$ cat src/rtl/pwm_pkg.sv
// Shared types for the multi-channel PWM: alignment mode and the load/shadow register set.
package pwm_pkg;
  localparam int PWM_MAX_CH = 32;
  localparam int PWM_MAX_W  = 16;

  typedef enum logic {
    PWM_EDGE   = 1'b0,
    PWM_CENTER = 1'b1
  } pwm_mode_e;

  // Sized for the largest legal instance; narrower instances only use the low bits.
  typedef struct packed {
    pwm_mode_e                            mode;
    logic [PWM_MAX_CH-1:0]                en;
    logic [PWM_MAX_W-1:0]                 period;
    logic [PWM_MAX_CH-1:0][PWM_MAX_W-1:0] duty;
  } pwm_set_t;

  function automatic pwm_set_t pwm_reset_set(input int unsigned width);
    pwm_set_t s;
    s        = '0;
    s.mode   = PWM_EDGE;
    s.period = PWM_MAX_W'((32'd1 << width) - 32'd1);
    return s;
  endfunction
endpackage

$ cat src/rtl/pwm_chan.sv
// One PWM channel: registered compare of the shared counter against this channel's duty.
module pwm_chan #(
  parameter int WIDTH = 8
) (
  input  logic             clk,
  input  logic             rst_n,
  input  logic             en,
  input  logic [WIDTH-1:0] cnt,
  input  logic [WIDTH-1:0] duty,
  output logic             out
);
  logic out_d, out_q;

  always_comb out_d = en && (cnt < duty);

  always_ff @(posedge clk or negedge rst_n) begin
    if (!rst_n) out_q <= 1'b0;
    else        out_q <= out_d;
  end

  assign out = out_q;
endmodule

$ cat src/rtl/pwm_multi.sv
// Multi-channel PWM with one shared edge/center-aligned counter and a double-buffered
// configuration that only takes effect on a period boundary.
module pwm_multi import pwm_pkg::*; #(
  parameter int CHANNELS = 4,
  parameter int WIDTH    = 8
) (
  input  logic                           clk,
  input  logic                           rst_n,
  input  logic [WIDTH-1:0]               period,
  input  logic [CHANNELS-1:0][WIDTH-1:0] duty,
  input  logic [CHANNELS-1:0]            en,
  input  logic                           center,
  input  logic                           load,
  output logic                           pending,
  output logic                           period_end,
  output logic [CHANNELS-1:0]            out
);
  logic [WIDTH-1:0] cnt_d, cnt_q;
  logic             dir_down_d, dir_down_q;
  logic             pending_d, pending_q;
  pwm_set_t         shadow_d, shadow_q;
  pwm_set_t         active_d, active_q;
  pwm_set_t         load_set;
  logic [WIDTH-1:0] p_act;
  logic             is_center;
  logic             boundary;
  logic             unused_active;

  always_comb begin
    load_set        = '0;
    load_set.mode   = center ? PWM_CENTER : PWM_EDGE;
    load_set.en     = PWM_MAX_CH'(en);
    load_set.period = PWM_MAX_W'(period);
    for (int i = 0; i < CHANNELS; i++) begin
      load_set.duty[i] = PWM_MAX_W'(duty[i]);
    end
  end

  assign p_act     = active_q.period[WIDTH-1:0];
  assign is_center = (active_q.mode == PWM_CENTER);

  // Boundary = last cycle of a period; with P_act=1 in center mode the turn-around is also the end.
  always_comb begin
    boundary = 1'b0;
    if (p_act == '0)
      boundary = 1'b1;
    else if (is_center)
      boundary = (cnt_q == WIDTH'(1)) && (dir_down_q || (p_act == WIDTH'(1)));
    else
      boundary = (cnt_q == p_act);
  end

  always_comb begin
    cnt_d      = cnt_q;
    dir_down_d = dir_down_q;
    pending_d  = pending_q;
    shadow_d   = shadow_q;
    active_d   = active_q;

    if (boundary) begin
      cnt_d      = '0;
      dir_down_d = 1'b0;
      if (pending_q) begin
        active_d  = shadow_q;
        pending_d = 1'b0;
      end
    end else if (!is_center) begin
      cnt_d = cnt_q + WIDTH'(1);
    end else if (dir_down_q) begin
      cnt_d = cnt_q - WIDTH'(1);
    end else if (cnt_q == p_act) begin
      dir_down_d = 1'b1;
      cnt_d      = cnt_q - WIDTH'(1);
    end else begin
      cnt_d = cnt_q + WIDTH'(1);
    end

    // A load in the boundary cycle refills the shadow after the old one was consumed.
    if (load) begin
      shadow_d  = load_set;
      pending_d = 1'b1;
    end
  end

  always_ff @(posedge clk or negedge rst_n) begin
    if (!rst_n) begin
      cnt_q      <= '0;
      dir_down_q <= 1'b0;
      pending_q  <= 1'b0;
      shadow_q   <= '0;
      active_q   <= pwm_reset_set(WIDTH);
    end else begin
      cnt_q      <= cnt_d;
      dir_down_q <= dir_down_d;
      pending_q  <= pending_d;
      shadow_q   <= shadow_d;
      active_q   <= active_d;
    end
  end

  for (genvar i = 0; i < CHANNELS; i++) begin : g_chan
    pwm_chan #(.WIDTH(WIDTH)) u_chan (
      .clk  (clk),
      .rst_n(rst_n),
      .en   (active_q.en[i]),
      .cnt  (cnt_q),
      .duty (active_q.duty[i][WIDTH-1:0]),
      .out  (out[i])
    );
  end

  // cnt is 0 only in the first cycle of a period in both modes.
  assign period_end    = rst_n && (cnt_q == '0);
  assign pending       = pending_q;
  assign unused_active = ^active_q;
endmodule

$ cat config.mk
export PLATFORM = sky130hd
export DESIGN_NAME = pwm_multi
export DESIGN_NICKNAME = d
export VERILOG_FILES = /design/src/rtl/pwm_pkg.sv /design/src/rtl/pwm_chan.sv /design/src/rtl/pwm_multi.sv
export SDC_FILE = /design/constraint.sdc
export NUM_CORES = 1
export LEC_CHECK = 0
export ABC_CLOCK_PERIOD_IN_PS = 3730
export CAP_MARGIN = 20
export CORE_MARGIN = 1.5
export CORE_UTILIZATION = 48
export DETAILED_ROUTE_END_ITERATION = 10
export PLACE_DENSITY_LB_ADDON = 0.05
export SETUP_SLACK_MARGIN = 0.1
export SLEW_MARGIN = 40
export SYNTH_ARGS = -nofsm -noshare
export SYNTH_HDL_FRONTEND = slang
export SYNTH_SLANG_ARGS = --single-unit
$ cat constraint.sdc
create_clock -name clk -period 3.73 [get_ports clk]
set_input_delay 0.373 -clock clk [delete_from_list [all_inputs] [get_ports clk]]
set_output_delay 0.373 -clock clk [all_outputs]
set_load 0.1 [all_outputs]
==> flow_summary.yaml <==
synthesis:
  synth.most_common_cell: "dfrtp_1"
  yosys_warnings: 0
  ys_seq_elements: 104
  yosysTopAreaCell: "dfrtp_1"
  avgSynthCellArea_um2: 13.0
  syn_inst: 395
  yosysSeqAreaShare_pct: 50.9
  synthFlopType: "dfrtp_1"
  synthArstFlopShare_pct: 100
  synth_area_um2: 5130
  synth.distinct_cells: 41
  yosys-top-cells-area: "dfrtp_1, mux2_2, mux2_4"
  ys_top_cells_by_count: "dfrtp_1, mux2_2, inv_1, ha_1, mux2_4"
  synth_top_area_share_pct: 46.8
  synth_nets: 475
  synth_edf_count: 0
global_route:
  grt_pass1_vias: 3207
  grt_overflow_total: 0
  grt_max_degree: 55
  antenna_found_initial: 0
  grt_pass1_wl_mm: 15.1
  grt_use_total_pct: 17.2
detailed_routing:
  vias: 3072
  first_iter_violations: 55
  drt_pass1_iterations: 4
  ant_nets: 0
  drc: 0
  viasPerCell: 5.24
  post_drt_wl_per_cell_um: 14.9
  wl_mm: 8.71
clocking:
  ctsResizeCount: 0
  htreeDepth: 3
  cts_root_buffer: "clkbuf_8"
  cts_setup_buffers: 0
  cts_sinks: 104
  numCtsBuffers: 9
  clk_pin_slew_ns: 0.09
  clock_path_buffers: 2
  clock_latency_ns: 0.38
  cts_tree: "built"
  ctsHoldBuffers: 0
final_layout:
  register_area_um2: 2610
  multiInputGateArea_um2: 2270
  syn_to_final_growth_pct: 15.7
  post_layout_nonfiller_instances: 586
  n_antenna_cell: 0
  nFillCells: 887
  layout-drive-gt1-share_pct: 29.1
  layout.nets: 526
  utilization_pct: 57.3
worst_setup_path:
  crit_family: "simple AND/OR/NAND/NOR gates"
  cp.depth: 6
  crit_path_start_kind: "flip-flop"
  critPathKind: "flip-flop to flip-flop"
  arrival_ns: 3.29
  cp.buffers_inverters: 0
  cp_max_fo: 45
  cp-end-kind: "flip-flop"
  critPathSlowestCell: "or4_4"
  crit_chain: "or4_4 > o41ai_2 > a22o_2 > or2_1 > nand2_4 > mux2_4"
  worstPathRequired_ns: 4.00
  rr_worst_depth: 6
  r2r_setup_slack_ns: 0.71
  max_stage_delay_ns: 0.63
floorplan:
  rows: 37
  dieArea_um2: 11300
  die_w_um: 106
  coreArea_um2: 10400
  start_util_pct: 49.5
  pin_count: 54
  die_y_um: 106
placement:
  dpl.cell_count: 571
  port_buffers: 53
  hpwl_mm: 6.04
  finalWeightedCongestion: 0.873
power_and_ir_drop:
  p_per_area_nw_per_um2: 731
  ir_worst_vdd_uv: 288
  leakagePower_uw: 0.00276
  power_uw: 4340
timing:
  finalCriticalPeriod_ns: 3.02
  fmax_mhz: 331
  clock_skew_ns: 0.0106
  hold_viol_final: 0
  setup_viol: 0
  report.final.slew_viol_count: 0
  rsz0062_at_grt: "no"
  finalSetupTns_ns: 0
  worst_pin_slew_ns: 0.771
  fin_crit_sh_pct: 81.0
  relSlewSlack_pct: 48.6
min_path:
  hold_path_class: "input port to asynchronous set/reset pin"
outcome:
  outcome: "finished, final reports clean"
run:
  drv_cap: 0
-- power breakdown --
part	total [uW]	switching (uW)	internal [uW]	leakage, uW
sequential	1820	307	1520	0.00124
combinational	1760	859	904	0.00142
clock	753	376	377	0.000102
total	4340	1540	2800	0.00276
-- layout make-up --
class / count / share of cell area (%)
Clock inverter: 6 / 1.56
Timing Repair Buffer: 57 / 8.89
Inverter: 37 / 2.34
Multi-Input combinational cell: 237 / 38.3
Clock buffer: 9 / 2.09
Sequential cell: 104 / 44.0
Tap cell: 136 / 2.87
-- logic make-up (layout without fill, tap and decap cells) --
family,Yosys count,count (layout),share of synthesized area [%]
flip-flops,104,104,50.9
multiplexers,91,91,22.3
AND/OR/NAND/NOR,60,60,6.36
buffers and inverters,54,109,4.97
AO/OA/AOI/OAI,46,46,6.31
adder cells (fa/ha/maj),32,32,7.80
XOR/XNOR,8,8,1.37
-- metal layers --
| metal | global-route usage (%) | vias up | wire, um |
|---|---|---|---|
| met1 | 22.5 | 1516 | 4200 |
| li1 | - | 1477 | - |
| met5 | 0 | - | 0 |
| met4 | 7.34 | 0 | 143 |
| met3 | 4.35 | 15 | 349 |
| met2 | 27.2 | 64 | 4010 |
-- through the flow --
stage | cell area [um2] | hold WS (ns) | setup WS, ns
after detailed placement | 5720 | 0.436 | 0.697
after global routing | 5940 | 0.0578 | 0.524
after floorplan | 5140 | 0.0774 | 0.590
after CTS | 5940 | 0.0283 | 0.681
final | 5940 | 0.0118 | 0.709
after global placement | 5740 | 0.438 | 0.776
-- registers in the layout (all words and copies together) (netlist names) --
name and cells:
dir_down_q 1, pending 1, is_center 1, cnt_q 8
shadow_q 45, g_chan.u_chan.out 4, active_q 44
-- worst reg2reg max path, stage by stage (launching register included) --
cell and delay [ns]:
dfrtp_1 0.54, or4_4 0.64, o41ai_2 0.29, a22o_2 0.22
or2_1 0.29, nand2_4 0.47, mux2_4 0.49
-- path summary, 6_finish.rpt --
| check | from | end |
|---|---|---|
| setup / recovery | cnt_q[5] | active_q[528] |
| hold / removal | rst_n | shadow_q[512] |
| setup reg to reg | cnt_q[5] | active_q[528] |
| hold reg to reg | shadow_q[3] | active_q[3] |
| max in group asynchronous | rst_n | active_q[16] |
| min in group clk | shadow_q[3] | active_q[3] |
-- cells in the final DEF, fill, tap and decap left out, types with 2 or more instances in the layout --
cell type / count
nor4_1: 2
a211oi_1: 5
clkinvlp_4: 2
nand4_1: 3
buf_2: 5
nor3b_1: 3
a21oi_1: 6
nor2b_1: 4
nand2_1: 8
mux2_4: 32
nand3_1: 6
and3_1: 2
buf_4: 7
nor2_1: 15
nor3_1: 4
dfrtp_1: 96
o211ai_1: 4
o2111ai_1: 2
ha_1: 32
or4_1: 2
inv_1: 37
dfstp_2: 8
bufinv_16: 2
mux2_2: 58
clkdlybuf4s50_1: 45
xnor2_1: 8
o21ai_0: 11
clkbuf_8: 9
a21o_1: 11
nand2b_1: 4
Power figures use the tool's default switching activity.
